### src/rtl/pcs_rx_block_lock_if.sv
// Gearbox-to-lock-controller bundle: sync header and valid in, slip request,
// lock status and the lock-qualified valid out.
interface pcs_rx_block_lock_if #(
   parameter int SLIP_CNT_WIDTH = 16
);
   logic [1:0]                rx_pcs_header;
   logic                      rx_pcs_valid;
   logic                      rx_slip;
   logic                      rx_block_lock;
   logic                      rx_lock_valid;
   logic [SLIP_CNT_WIDTH-1:0] rx_slip_count;

   modport master (
      output rx_pcs_header,
      output rx_pcs_valid,
      input  rx_slip,
      input  rx_block_lock,
      input  rx_lock_valid,
      input  rx_slip_count
   );

   modport slave (
      input  rx_pcs_header,
      input  rx_pcs_valid,
      output rx_slip,
      output rx_block_lock,
      output rx_lock_valid,
      output rx_slip_count
   );
endinterface

### src/rtl/pcs_rx_block_lock.sv
// 64B/66B receive block-lock controller: tests sync headers in fixed windows,
// requests gearbox slips on bad alignment and qualifies valid once locked.
module pcs_rx_block_lock #(
   parameter int SH_CNT_MAX     = 64,
   parameter int SH_INVALID_MAX = 16,
   parameter int SLIP_WAIT      = 4,
   parameter int SLIP_CNT_WIDTH = 16
) (
   input logic              clk,
   input logic              rst,
   pcs_rx_block_lock_if.slave bus
);
   localparam int SH_W   = $clog2(SH_CNT_MAX) + 1;
   localparam int INV_W  = $clog2(SH_INVALID_MAX) + 1;
   localparam int WAIT_W = $clog2(SLIP_WAIT + 1) + 1;

   localparam logic [SH_W-1:0]   SH_CNT_MAX_C     = SH_W'(SH_CNT_MAX);
   localparam logic [INV_W-1:0]  SH_INVALID_MAX_C = INV_W'(SH_INVALID_MAX);
   localparam logic [WAIT_W-1:0] SLIP_WAIT_C      = WAIT_W'(SLIP_WAIT);

   typedef enum logic [1:0] {
      ST_TEST = 2'd0,
      ST_SLIP = 2'd1,
      ST_WAIT = 2'd2
   } state_t;

   state_t                    state_reg, state_next;
   logic [SH_W-1:0]           sh_cnt_reg, sh_cnt_next;
   logic [INV_W-1:0]          sh_invalid_cnt_reg, sh_invalid_cnt_next;
   logic [WAIT_W-1:0]         wait_cnt_reg, wait_cnt_next;
   logic                      slip_reg, slip_next;
   logic                      lock_reg, lock_next;
   logic [SLIP_CNT_WIDTH-1:0] slip_count_reg, slip_count_next;

   logic                      hdr_invalid;
   logic [SH_W-1:0]           sh_cnt_inc;
   logic [INV_W-1:0]          sh_invalid_inc;

   // Only 01 and 10 are legal sync headers
   assign hdr_invalid    = (bus.rx_pcs_header == 2'b00) || (bus.rx_pcs_header == 2'b11);
   assign sh_cnt_inc     = sh_cnt_reg + 1'b1;
   assign sh_invalid_inc = sh_invalid_cnt_reg + INV_W'(hdr_invalid);

   always_ff @(posedge clk or negedge rst) begin
      if (!rst) begin
         state_reg          <= ST_TEST;
         sh_cnt_reg         <= '0;
         sh_invalid_cnt_reg <= '0;
         wait_cnt_reg       <= '0;
         slip_reg           <= 1'b0;
         lock_reg           <= 1'b0;
         slip_count_reg     <= '0;
      end else begin
         state_reg          <= state_next;
         sh_cnt_reg         <= sh_cnt_next;
         sh_invalid_cnt_reg <= sh_invalid_cnt_next;
         wait_cnt_reg       <= wait_cnt_next;
         slip_reg           <= slip_next;
         lock_reg           <= lock_next;
         slip_count_reg     <= slip_count_next;
      end
   end

   always_comb begin
      state_next          = state_reg;
      sh_cnt_next         = sh_cnt_reg;
      sh_invalid_cnt_next = sh_invalid_cnt_reg;
      wait_cnt_next       = wait_cnt_reg;
      slip_next           = 1'b0;
      lock_next           = lock_reg;
      slip_count_next     = slip_count_reg;

      case (state_reg)
         ST_TEST: begin
            if (bus.rx_pcs_valid) begin
               // Slip outranks window completion on the same beat
               if (hdr_invalid && (!lock_reg || (sh_invalid_inc == SH_INVALID_MAX_C))) begin
                  slip_next           = 1'b1;
                  lock_next           = 1'b0;
                  sh_cnt_next         = '0;
                  sh_invalid_cnt_next = '0;
                  if (slip_count_reg != '1) begin
                     slip_count_next = slip_count_reg + 1'b1;
                  end
                  state_next = ST_SLIP;
               end else if (sh_cnt_inc == SH_CNT_MAX_C) begin
                  if (sh_invalid_inc == '0) begin
                     lock_next = 1'b1;
                  end
                  sh_cnt_next         = '0;
                  sh_invalid_cnt_next = '0;
               end else begin
                  sh_cnt_next         = sh_cnt_inc;
                  sh_invalid_cnt_next = sh_invalid_inc;
               end
            end
         end
         ST_SLIP: begin
            wait_cnt_next = '0;
            state_next    = (SLIP_WAIT == 0) ? ST_TEST : ST_WAIT;
         end
         ST_WAIT: begin
            if (bus.rx_pcs_valid) begin
               if ((wait_cnt_reg + 1'b1) == SLIP_WAIT_C) begin
                  wait_cnt_next = '0;
                  state_next    = ST_TEST;
               end else begin
                  wait_cnt_next = wait_cnt_reg + 1'b1;
               end
            end
         end
         default: begin
            state_next = ST_TEST;
         end
      endcase
   end

   assign bus.rx_slip       = slip_reg;
   assign bus.rx_block_lock = lock_reg;
   assign bus.rx_lock_valid = bus.rx_pcs_valid & lock_reg;
   assign bus.rx_slip_count = slip_count_reg;
endmodule
### src/flat_wrapper.sv
// flat-port wrapper written by rule: the top's interface ports become plain ports
module pcs_rx_block_lock_flat 
#(
   parameter int SH_CNT_MAX     = 64,
   parameter int SH_INVALID_MAX = 16,
   parameter int SLIP_WAIT      = 4,
   parameter int SLIP_CNT_WIDTH = 16
)
  (clk, rst, bus_rx_pcs_header, bus_rx_pcs_valid, bus_rx_slip, bus_rx_block_lock, bus_rx_lock_valid, bus_rx_slip_count);
  pcs_rx_block_lock_if #(.SLIP_CNT_WIDTH(SLIP_CNT_WIDTH)) bus_i ();
  input logic clk;
  input logic rst;
  input wire logic [$bits(bus_i.rx_pcs_header)-1:0] bus_rx_pcs_header;
  input wire logic [$bits(bus_i.rx_pcs_valid)-1:0] bus_rx_pcs_valid;
  output wire logic [$bits(bus_i.rx_slip)-1:0] bus_rx_slip;
  output wire logic [$bits(bus_i.rx_block_lock)-1:0] bus_rx_block_lock;
  output wire logic [$bits(bus_i.rx_lock_valid)-1:0] bus_rx_lock_valid;
  output wire logic [$bits(bus_i.rx_slip_count)-1:0] bus_rx_slip_count;
  assign bus_i.rx_pcs_header = bus_rx_pcs_header;
  assign bus_i.rx_pcs_valid = bus_rx_pcs_valid;
  assign bus_rx_slip = bus_i.rx_slip;
  assign bus_rx_block_lock = bus_i.rx_block_lock;
  assign bus_rx_lock_valid = bus_i.rx_lock_valid;
  assign bus_rx_slip_count = bus_i.rx_slip_count;
  pcs_rx_block_lock #(.SH_CNT_MAX(SH_CNT_MAX), .SH_INVALID_MAX(SH_INVALID_MAX), .SLIP_WAIT(SLIP_WAIT), .SLIP_CNT_WIDTH(SLIP_CNT_WIDTH)) u_core (.clk(clk), .rst(rst), .bus(bus_i));
endmodule
### config.mk
export PLATFORM = sky130hd
export DESIGN_NAME = pcs_rx_block_lock_flat
export DESIGN_NICKNAME = d
export VERILOG_FILES = /design/src/rtl/pcs_rx_block_lock_if.sv /design/src/rtl/pcs_rx_block_lock.sv /design/src/flat_wrapper.sv
export SDC_FILE = /design/constraint.sdc
export NUM_CORES = 1
export LEC_CHECK = 0
export ABC_AREA = 1
export CAP_MARGIN = 20
export CELL_PAD_IN_SITES_DETAIL_PLACEMENT = 1
export CELL_PAD_IN_SITES_GLOBAL_PLACEMENT = 1
export CORE_MARGIN = 2
export CORE_UTILIZATION = 45
export DETAILED_ROUTE_END_ITERATION = 10
export PLACE_DENSITY_LB_ADDON = 0.1
export SLEW_MARGIN = 20
export SYNTH_ARGS = -nofsm -noshare
export SYNTH_HDL_FRONTEND = slang
export SYNTH_SLANG_ARGS = --single-unit
### constraint.sdc
create_clock -name clk -period 4.7 [get_ports clk]
set_input_delay 0.705 -clock clk [delete_from_list [all_inputs] [get_ports clk]]
set_output_delay 0.705 -clock clk [all_outputs]
set_load 0.03 [all_outputs]
[Yosys cells after proc, flatten, opt, wreduce, memory -nomap -nowiden]
Index checks and enable logic that the tools add are counted.
Storage, ports and cells
  register bits after elaboration: 36
  input port bits: 5
  word-level logic and storage cells: 56
Cells by class
  add/sub/neg operators: 4
  equal/unequal tests: 11
  muxes and demuxes: 18
  bitwise gates (word level): 1
  reduce and logical (&&, ||, !) cells: 15
Operators with widths (number)
  adder 16 x 1 -> 16 bit (second input constant): 1
  inequality test 16 bit (second input constant): 1
  2-to-1 mux 7 bit: 2
  AND reduction 4 bit: 3
  2-to-1 mux 5 bit: 2
  2-to-1 mux 2 bit: 4
  2-to-1 mux 4 bit: 2
  one-hot mux 4 bit (2 select lines): 1
  adder 7 x 1 -> 7 bit (second input constant): 1
  equality test 7 bit (second input constant): 1
  2-to-1 mux 1 bit: 6
  one-hot mux 2 bit (3 select lines): 1
  nonzero test 2 bit: 3
  adder 5 x 1 -> 5 bit: 1
  equality test 5 bit (second input constant): 1
  zero test 5 bit: 1
  adder 4 x 1 -> 4 bit (second input constant): 1
  equality test 2 bit (second input constant): 2
  equality test 4 x 3 -> 1 bit (second input constant): 1
  zero test 2 bit: 2
  inequality test 2 x 1 -> 1 bit (second input constant): 2
  inequality test 2 bit (second input constant): 2
  AND reduction 2 bit: 2
  equality test 2 x 1 -> 1 bit (second input constant): 1
  other kinds (4): 5

[Logic depth before layout (Yosys ltp)]
Gate-level depths: netlist (run 1).
  depth after elaboration: 9
  depth in mapped cells: 15

[Least setup slack after synthesis (run 1)]
No wires, ideal clock.
  kind: input -> register
  from: in bus_rx_pcs_header[1]
  to: reg u_core.slip_count_reg[3] (netlist: u_core.bus.rx_slip_count[3])
  setup time: 0.118 ns
  arrival time: 2.465 ns
  required time: 4.582 ns
  path slack: 2.117 ns
  cell stages on the path: 13
  buffers on the path: 1
  cells stage by stage: xor2_1 -> inv_1 -> ha_1 -> ha_1 -> inv_1 -> nand2_1 -> nor2_4 -> nand3_4 -> nand2_4 -> nand4_4 -> buf_6 -> nand2_1 -> nand2_1
On the way
  word-level cells in the longest chain between the ends: 7
  elaborated cells on any way between the ends: 8
  those cells by class: 1 x add/sub; 2 x eq/ne; 5 x reduce/logical
RTL lines
  start, declared: line flat_wrapper.sv:13  | input wire logic [$bits(bus_i.rx_pcs_header)-1:0] bus_rx_pcs_header;
  equality test 2 bit / zero test 2 bit (equally long branches): line pcs_rx_block_lock.sv:40  | assign hdr_invalid = (bus.rx_pcs_header == 2'b00) || (bus.rx_pcs_header == 2'b11);
  logical OR 1 bit *: line pcs_rx_block_lock.sv:40
  adder 5 x 1 -> 5 bit: line pcs_rx_block_lock.sv:42  | assign sh_invalid_inc = sh_invalid_cnt_reg + INV_W'(hdr_invalid);
  equality test 5 bit: line pcs_rx_block_lock.sv:77  | if (hdr_invalid && (!lock_reg || (sh_invalid_inc == SH_INVALID_MAX_C))) begin
  logical OR 1 bit: line pcs_rx_block_lock.sv:77
  logical AND 1 bit *: line pcs_rx_block_lock.sv:77
  AND reduction 4 bit (no source line) *
  end signal, assigned: line pcs_rx_block_lock.sv:60  | slip_count_reg <= slip_count_next;
  end, declared: line pcs_rx_block_lock.sv:33  | logic [SLIP_CNT_WIDTH-1:0] slip_count_reg, slip_count_next;
Mark *: on every way between the ends. The rest lies on a longest branch, timed or not.
A chain may end at the register's enable or synchronous reset.

[Worst setup path in the final report (run 1)]
  from: in bus_rx_pcs_header[0]
  to: reg u_core.slip_count_reg[13] (netlist: u_core.bus.rx_slip_count[13])
Same word-level chain as after synthesis.

==> flow_summary.toml, run 1 <==
[run_status]
status = "complete, no violations"

[route]
ant_nets = 0
wl_per_cell_um = 13.60
vias_per_cell = 5.134
vias = 1961
routed_wirelength_mm = 5.195
drt-initial-drc-count = 45
firstDrtPassIters = 4
drc = 0

[sta]
timing.fmax_mhz = 330.9
fin_setup_tns_ns = 0
period_minus_slack_ns = 3.022
maxSlewHeadroom_pct = 45.79
period_share_pct = 64.30
drv_slew = 0
hold_viol = 0
finalClockSkew_ns = 0.01024
worst_slew_pin_slew_ns = 0.8132
rsz0062_at_grt = "false"
setup_viol = 0

[finish]
largest_reg_flops = 16
final_area_mm2 = 0.002587
fillers = 601
nets = 325
drive_above_1_share_pct = 7.937
multi_input_area_mm2 = 0.001161
syn2layout_area_growth_pct = 16.51
regArea_um2 = 900.9
antennaDiodeCount = 0

[clock_tree]
root_buffer = "clkbuf_8"
cts.path.max_buffers = 2
clk_pin_slew_ns = 0.08
ctsHoldBuffers = 0
htreeDepth = 2
cts.sinks = 36
post-cts-setup-buffers = 0
cts_buffers = 5
ctsResizeCount = 0
clk_latency_ns = 0.29
tritoncts = "done"

[placed_design]
dpl_cell_area_mm2 = 0.002491
place_congestion = 0.8432
io_buffer_count = 23
dp_hpwl_mm = 3.864

[grt]
grt_pass1_wl_mm = 9.149
grt_pass1_vias = 1989
grt_max_degree = 37
grt.total_usage_pct = 21.45
antenna_found_initial = 0
globalRouteOverflowTotal = 0

[setup_path]
crit_slowest_cell = "clkdlybuf4s50_1"
critPathKind = "input pin to register"
crit_fanout = 16
arrival_ns = 3.24
crit_chain = "clkdlybuf4s50_1 -> xor2_1 -> inv_1 -> ha_1 -> ha_1 -> nand3_1 -> nand2_1 -> nand2_1 -> nand3_4 -> a21oi_4 -> nand4_1 -> nand2_1"
cp.required_ns = 4.92
cp-end-kind = "register"
max_stage_delay_ns = 0.47
critPathLaunchType = "input pin"
cpMostUsedCell = "nand2_1"

[synth]
netlist.area_leader.share_pct = 40.56
synth.most_common_cell = "nand2_1"
avgSynthCellArea_um2 = 7.632
synthArstFlopShare_pct = 100.0
synth.distinct_cells = 26
synth_warnings = 0
ys.flop_type = "dfrtp_1"
synth_nets = 301
synth_edf_count = 0
ys_top_cells_by_count = "97 x nand2_1, 36 x dfrtp_1, 28 x inv_1, 23 x nand3_1, 22 x nor2_1"
synth_top_area_cell = "dfrtp_1"
synthTopCellsByArea = "dfrtp_1 41%, nand2_1 16%, nand4_1 5.9%"
yosysSeqAreaShare_pct = 40.56
ys_ff_latch = 36
synth_area_mm2 = 0.002221
synthCells = 291

[pwr]
internal_power_mw = 0.6395
swShare_pct = 39.40
combPwrFrac_pct = 35.0
p_leak_nw = 1.197
power_frac_seq_pct = 42.4
power_density_mw_per_mm2 = 407.9
switching_power_mw = 0.4158
clkPwrFrac_pct = 22.6
peakVddDrop_v = 0.0002198
power_mw = 1.055

[die]
core_area_mm2 = 0.004755
initial_core_util_pct = 46.71
die_h_um = 74.25
die_width_um = 74.25
num_rows = 25
io_pins = 24
dieArea_mm2 = 0.005513

[min_path]
min_path_type = "input pin to asynchronous set/reset pin"

[flow_run]
drv_cap = 0
critical path: cells and delay by family:
kind	cells	cell delay, ns
AOI/OAI and AO/OA	1	0.37
and+or+nand+nor	6	0.70
xor gates and xnor gates	1	0.29
buffers and inverters	2	0.67
adders and majority gates	2	0.49
layer usage:
layer	vias up	GRT usage, %	wire length (µm)
li1	987	-	-
met5	-	0	0
met4	0	4.762	51
met3	5	4.472	97
met1	953	26.64	2368
met2	16	38.49	2677
power by group through the flow:
stage	Combinational (mW)	Sequential [mW]	Clock (mW)
5_1_grt	0.425	0.459	0.259
3_5_place_dp	0.372	0.453	0
6_report	0.369	0.448	0.238
2_1_floorplan	0.259	0.459	0
4_1_cts	0.375	0.448	0.247
3_3_place_gp	0.357	0.450	0
stage by stage:
step | std cells | worst slack (ns) | hold slack (ns) | util [%]
after floorplan | 291 | 2.117 | 0.4094 | -
after global placement | 375 | 1.418 | 0.4967 | 52.39
after detailed placement | 375 | 1.368 | 0.4933 | 52.39
after CTS | 382 | 1.661 | 0.5101 | 54.42
after global routing | 382 | 1.460 | 0.5349 | 54.42
final | 382 | 1.678 | 0.5032 | 54.42
cell type report:
class | count | area share [%]
inverters | 30 | 4.352
multi-input cells | 218 | 44.87
well taps | 67 | 3.240
clock buffers | 7 | 3.723
repair buffers | 24 | 8.994
flip-flops and latches | 36 | 34.82
layout by cell type, fill, tap and decap left out:
cell type and count:
dfrtp_1 36, nand2_1 97, or2_1 1, a21oi_4 1, inv_1 28, nand4_4 1
xor2_1 9, nand3_1 23, ha_1 5, buf_4 1, nor2_4 3, and2_1 1
nor2_1 22, or2_2 1, nor3_1 1, nand3b_1 1, inv_2 2, nand3_4 2
nand2_4 2, nor2_2 2, o21ai_0 16, nand4_1 21, nand2_2 2, xnor2_1 7
clkdlybuf4s50_1 22, buf_2 1, clkbuf_8 7
logic make-up (layout without fill, tap and decap cells):
logic type | after synthesis | count (layout) | synth area share, %
simple gates | 180 | 180 | 38.82
fa+ha+maj | 5 | 5 | 2.817
compound gates | 17 | 17 | 4.338
flops | 36 | 36 | 40.56
buf+inv | 37 | 61 | 7.155
xor+xnor | 16 | 16 | 6.310
worst paths after layout:
kind                                                   start                           end  slack [ns]  cells past startpoint
max in group asynchronous                                rst      u_core.bus.rx_block_lock        3.68                      1
worst max register to register  u_core.sh_invalid_cnt_reg[0]  u_core.bus.rx_slip_count[13]        2.70                      9
worst min-delay path                                     rst        u_core.wait_cnt_reg[3]        0.50                      1
min in group clk                u_core.sh_invalid_cnt_reg[0]  u_core.sh_invalid_cnt_reg[0]        0.51                      2
worst min register to register  u_core.sh_invalid_cnt_reg[0]  u_core.sh_invalid_cnt_reg[0]        0.51                      2
worst max-delay path                    bus_rx_pcs_header[0]  u_core.bus.rx_slip_count[13]        1.68                     12
Note: power is estimated with default switching activity, not from simulation.
==> inputs of run 2 (changes only) <==
--- a/config.mk
+++ b/config.mk
@@ -10,7 +10,7 @@
 export CELL_PAD_IN_SITES_DETAIL_PLACEMENT = 1
 export CELL_PAD_IN_SITES_GLOBAL_PLACEMENT = 1
 export CORE_MARGIN = 2
-export CORE_UTILIZATION = 45
+export CORE_UTILIZATION = 41
 export DETAILED_ROUTE_END_ITERATION = 10
 export PLACE_DENSITY_LB_ADDON = 0.1
 export SLEW_MARGIN = 20
==> constraint.sdc (replaced) <==
create_clock -name clk -period 3.07 [get_ports clk]
set_input_delay 0.4605 -clock clk [delete_from_list [all_inputs] [get_ports clk]]
set_output_delay 0.4605 -clock clk [all_outputs]
set_load 0.03 [all_outputs]
==> run 2 against run 1 <==
Design area up 0.77%. Worst setup slack got worse by 1.1 ns. Clock power is 47% higher. Global-route usage fell by 2.7 points. Flip-flop and latch count unchanged. Critical path depth is the same.
==> flow_summary.toml, run 2 (synthesis results as in run 1) <==
[pwr]
combPwrFrac_pct = 35.6
power_frac_seq_pct = 42.6
clkPwrFrac_pct = 21.8
swShare_pct = 39.53
peakVddDrop_v = 0.0003006
power_density_mw_per_mm2 = 614.7
internal_power_mw = 0.9693
p_leak_nw = 1.207
switching_power_mw = 0.6335
power_mw = 1.603

[route]
drt-initial-drc-count = 64
routed_wirelength_mm = 5.107
drc = 0
ant_nets = 0
vias = 1942
wl_per_cell_um = 13.13
firstDrtPassIters = 4
vias_per_cell = 4.992

[placed_design]
dpl_cell_area_mm2 = 0.002517
io_buffer_count = 23
place_congestion = 0.7907
dp_hpwl_mm = 3.824
dp.cells = 381

[setup_path]
r2r_cells = 9
cp-end-kind = "register"
crit_fanout = 16
timing.rr.end = "u_core.bus.rx_slip_count[14]"
rr_startpoint = "u_core.sh_invalid_cnt_reg[0]"
r2r_slack_ns = 1.07
critPathLaunch = "bus_rx_pcs_header[0]"
critPathKind = "input pin to register"
critPathLaunchType = "input pin"
critPathCapture = "u_core.bus.rx_slip_count[14]"
cp.required_ns = 3.29
arrival_ns = 2.73

[finish]
layout_common_cells = "97 x nand2_1, 36 x dfrtp_1, 28 x inv_1"
largest_reg_flops = 16
drive_above_1_share_pct = 8.464
antennaDiodeCount = 0
final_area_mm2 = 0.002608
stdcell_count = 389
syn2layout_area_growth_pct = 17.41
nets = 328
layout_commonest_cell = "nand2_1"

[clock_tree]
htreeDepth = 2
post-cts-setup-buffers = 0
clk_pin_slew_ns = 0.07
cts_buffers = 5
cts.path.max_buffers = 2
clk_latency_ns = 0.29
cts.sinks = 36
ctsResizeCount = 0
ctsHoldBuffers = 0
root_buffer = "clkbuf_8"
tritoncts = "done"

[die]
die_h_um = 77.60
num_rows = 26
initial_core_util_pct = 42.94
die_width_um = 77.60
core_area_mm2 = 0.005172
io_pins = 24
dieArea_mm2 = 0.006022

[sta]
fin_setup_tns_ns = 0
drv_slew = 0
period_minus_slack_ns = 2.510
timing.fmax_mhz = 398.5
period_share_pct = 81.75
maxSlewHeadroom_pct = 45.09
hold_viol = 0
worst_slew_pin_slew_ns = 0.8237
rsz0062_at_grt = "false"
finalClockSkew_ns = 0.008905
setup_viol = 0

[run_status]
status = "complete, no violations"

[grt]
grt_max_degree = 37
grt_pass1_vias = 2040
grt_pass1_wl_mm = 9.190
globalRouteOverflowTotal = 0
antenna_found_initial = 0
grt.total_usage_pct = 18.76

[flow_run]
drv_cap = 0

[min_path]
min_path_type = "input pin to asynchronous set/reset pin"
## run 2: changes by cell type in the layout (fill, tap and decap cells not counted), sizes merged
cell | before | now
buf | 2 | 5
clkbuf | 7 | 8
## run 2: worst min path at each step
stage                                               to  slack, ns  depth (start not counted)
final                           u_core.wait_cnt_reg[3]       0.27                          1
after global routing            u_core.wait_cnt_reg[3]       0.33                          1
after CTS                          u_core.state_reg[0]       0.30                          1
after detailed placement          u_core.sh_cnt_reg[1]       0.51                          2
after global placement    u_core.sh_invalid_cnt_reg[4]       0.50                          2
after floorplan               u_core.bus.rx_block_lock       0.16                          0
## run 2: area by class of cell
cell class / instances / area (µm²)
timing repair buffer: 27 / 255.2
clock buffer: 8 / 90.09
inverter: 30 / 112.6
fill: 655 / 2565
sequential: 36 / 900.9
tap: 70 / 87.58
multi-input combinational: 218 / 1161
## run 2: worst max-delay path, stage by stage
cell             delay [ns]
clkdlybuf4s50_1        0.48
xor2_1                 0.19
inv_1                  0.08
ha_1                   0.22
ha_1                   0.30
inv_1                  0.06
nand2_1                0.07
nor2_4                 0.14
nand3_4                0.11
a21oi_4                0.38
nand4_1                0.14
nand2_1                0.10
## run 2: power by group through the flow
stage / logic, mW / registers (mW) / clock network, mW
floorplan: 0.397 / 0.703 / 0
global placement: 0.562 / 0.690 / 0
detailed placement: 0.580 / 0.693 / 0
CTS: 0.583 / 0.684 / 0.364
global route: 0.661 / 0.701 / 0.379
finish: 0.571 / 0.682 / 0.350
## run 2: metrics by stage
step,setup slack (ns),util [%],hold slack (ns)
after CTS,0.5451,50.41,0.2966
after global routing,0.3446,50.41,0.3299
final,0.5604,50.41,0.2668
after global placement,0.3163,48.67,0.4968
after detailed placement,0.2648,48.67,0.5108
after floorplan,0.7317,-,0.1649
## run 2: layer usage
metal	part of all wire [%]	track usage (%)
met5	0	0
met4	1.3	5.714
met3	2.3	3.605
met2	51	34.48
met1	45	21.84
==> inputs of run 3 (changes only) <==
--- a/config.mk
+++ b/config.mk
@@ -10,7 +10,7 @@
 export CELL_PAD_IN_SITES_DETAIL_PLACEMENT = 1
 export CELL_PAD_IN_SITES_GLOBAL_PLACEMENT = 1
 export CORE_MARGIN = 2
-export CORE_UTILIZATION = 41
+export CORE_UTILIZATION = 37
 export DETAILED_ROUTE_END_ITERATION = 10
 export PLACE_DENSITY_LB_ADDON = 0.1
 export SLEW_MARGIN = 20
==> constraint.sdc (replaced) <==
create_clock -name clk -period 2.1 [get_ports clk]
set_input_delay 0.315 -clock clk [delete_from_list [all_inputs] [get_ports clk]]
set_output_delay 0.315 -clock clk [all_outputs]
set_load 0.03 [all_outputs]
==> run 3 against run 2 <==
Global-route usage is 0.37 points higher. Count of clock-buffer cells in the layout is 3 lower. Via count is 5.5% higher. Critical endpoint is now u_core.sh_cnt_reg[6]. Largest power group unchanged. Die area is 10% higher. Clock power is 77% higher. Power is 64% higher. Cell count is 5.9% higher. Clock skew is 0.00079 ns lower. Worst hold slack better by 0.23 ns. Largest cell class unchanged.
==> flow_summary.toml, run 3 (synthesis results as in run 1) <==
[setup_path]
rr_startpoint = "u_core.bus.rx_slip_count[0]"
critPathLaunch = "bus_rx_pcs_header[0]"
crit_fanout = 5
arrival_ns = 2.14
cp.required_ns = 2.27
cp-end-kind = "register"
critPathLaunchType = "input pin"
critPathKind = "input pin to register"

[finish]
fillers = 719
nets = 346
regArea_um2 = 902.1
final_area_mm2 = 0.002844
layout_common_cells = "96 x nand2_1, 35 x dfrtp_1, 27 x inv_1"
syn2layout_area_growth_pct = 28.06
multi_input_area_mm2 = 0.001216
antennaDiodeCount = 0
drive_above_1_share_pct = 15.43
largest_reg_flops = 16
layout_commonest_cell = "nand2_1"

[clock_tree]
clk_pin_slew_ns = 0.08
cts.sinks = 36
cts.path.max_buffers = 2
cts_buffers = 5
clk_latency_ns = 0.29
htreeDepth = 2
root_buffer = "clkbuf_8"
tritoncts = "done"

[grt]
grt_pass1_vias = 2084
antenna_found_initial = 0
grt_pass1_wl_mm = 9.666
grt.total_usage_pct = 19.13
grt_max_degree = 26
globalRouteOverflowTotal = 0

[route]
top_layer_used = "met4"
vias_per_cell = 4.971
wl_met1_mm = 2.519
firstDrtPassIters = 4
drt-initial-drc-count = 83
wl_met2_mm = 2.869
vias = 2048
routed_wirelength_mm = 5.621
drc = 0
wl_per_cell_um = 13.64
wl_met3_um = 181
ant_nets = 0

[sta]
drv_slew = 0
maxSlewHeadroom_pct = 69.99
finalClockSkew_ns = 0.008112
hold_viol = 0
rsz0062_at_grt = "false"
worst_slew_pin_slew_ns = 0.4501
fin_setup_tns_ns = 0
timing.fmax_mhz = 507.5
period_share_pct = 93.82
setup_viol = 0
period_minus_slack_ns = 1.970
fin_ws_ns = 0.1297

[die]
die_width_um = 81.48
die_h_um = 81.48
core_area_mm2 = 0.005851
initial_core_util_pct = 37.96
io_pins = 24
dieArea_mm2 = 0.006638
num_rows = 28

[pwr]
power_density_mw_per_mm2 = 925.3
peakVddDrop_v = 0.0004105
p_leak_nw = 1.305

[min_path]
min_path_type = "input pin to asynchronous set/reset pin"

[placed_design]
dp_hpwl_mm = 4.148
dpl_cell_area_mm2 = 0.002676
place_congestion = 0.7976
pre_cts_ws_ns = -0.5353
io_buffer_count = 23

[flow_run]
drv_cap = 0

[run_status]
status = "complete, no violations"
## run 3: cell count changes in the layout (fill, tap and decap cells not counted), moves of 2 or more
cell	before	now
clkdlybuf4s50_1	22	20
buf_12	0	2
clkbuf_1	2	0
ha_1	5	3
dlygate4sd2_1	0	2
buf_4	4	18
## run 3: repair_timing
| item | CTS | global route |
|---|---|---|
| pin swaps | 3 | 0 |
| endpoints found under the setup margin | 31 | 1 |
| buffers inserted | 0 | 0 |
| cloned | 1 | 0 |
| hold buffers | 1 | 0 |
| resized for setup | 8 | 1 |
| hold endpoints to repair | 16 | 0 |
## run 3: layout make-up
type,instances,area share (%)
clock buffers,5,2.420
clock inverters,3,1.496
inverters,30,3.960
multi-input cells,219,42.76
flip-flops and latches,36,31.72
well taps,75,3.300
repair buffers,44,14.34
## run 3: routing by layer
metal,global-route usage [%],vias to the layer above
met5,0,-
met4,6.441,0
met3,3.846,4
met2,33.69,28
met1,23.22,981
li1,-,1035
## run 3: worst max-delay path, stage by stage
cell,delay [ns]
dlygate4sd2_1,0.26
xor2_2,0.19
inv_2,0.07
ha_2,0.20
ha_4,0.15
inv_1,0.04
nand2_1,0.06
nand2_2,0.08
nor2_4,0.14
nand3_4,0.13
nand2_8,0.13
nand2_4,0.08
buf_4,0.14
nand3_1,0.06
o21ai_0,0.08
## run 3: power by group
| part | total (mW) | internal [mW] | leakage [nW] | switching (mW) |
|---|---|---|---|---|
| combinational | 0.999 | 0.418 | 0.774 | 0.581 |
| clock | 0.621 | 0.351 | 0.0541 | 0.270 |
| sequential | 1.01 | 0.844 | 0.477 | 0.167 |
| total | 2.63 | 1.61 | 1.30 | 1.02 |
## run 3: path summary, 6_finish.rpt
path	end	slack, ns	cells past startpoint
min in group clk	u_core.sh_invalid_cnt_reg[0]	0.51	2
worst max register to register	u_core.bus.rx_slip_count[0]	0.23	9
worst min-delay path	u_core.sh_invalid_cnt_reg[1]	0.50	2
max in group asynchronous	u_core.sh_cnt_reg[4]	1.09	3
worst max-delay path	u_core.sh_cnt_reg[6]	0.13	15
worst min register to register	u_core.sh_invalid_cnt_reg[0]	0.51	2
## run 3: stage by stage
stage | hold WS (ns) | utilization, % | instances | power, mW
after floorplan | 0.01941 | - | 291 | 1.610
after global placement | 0.2855 | 45.74 | 402 | 1.956
after detailed placement | 0.2949 | 45.74 | 402 | 1.990
after CTS | 0.5045 | 48.59 | 412 | 2.680
after global routing | 0.5333 | 48.61 | 412 | 2.847
final | 0.4959 | 48.61 | 412 | 2.632
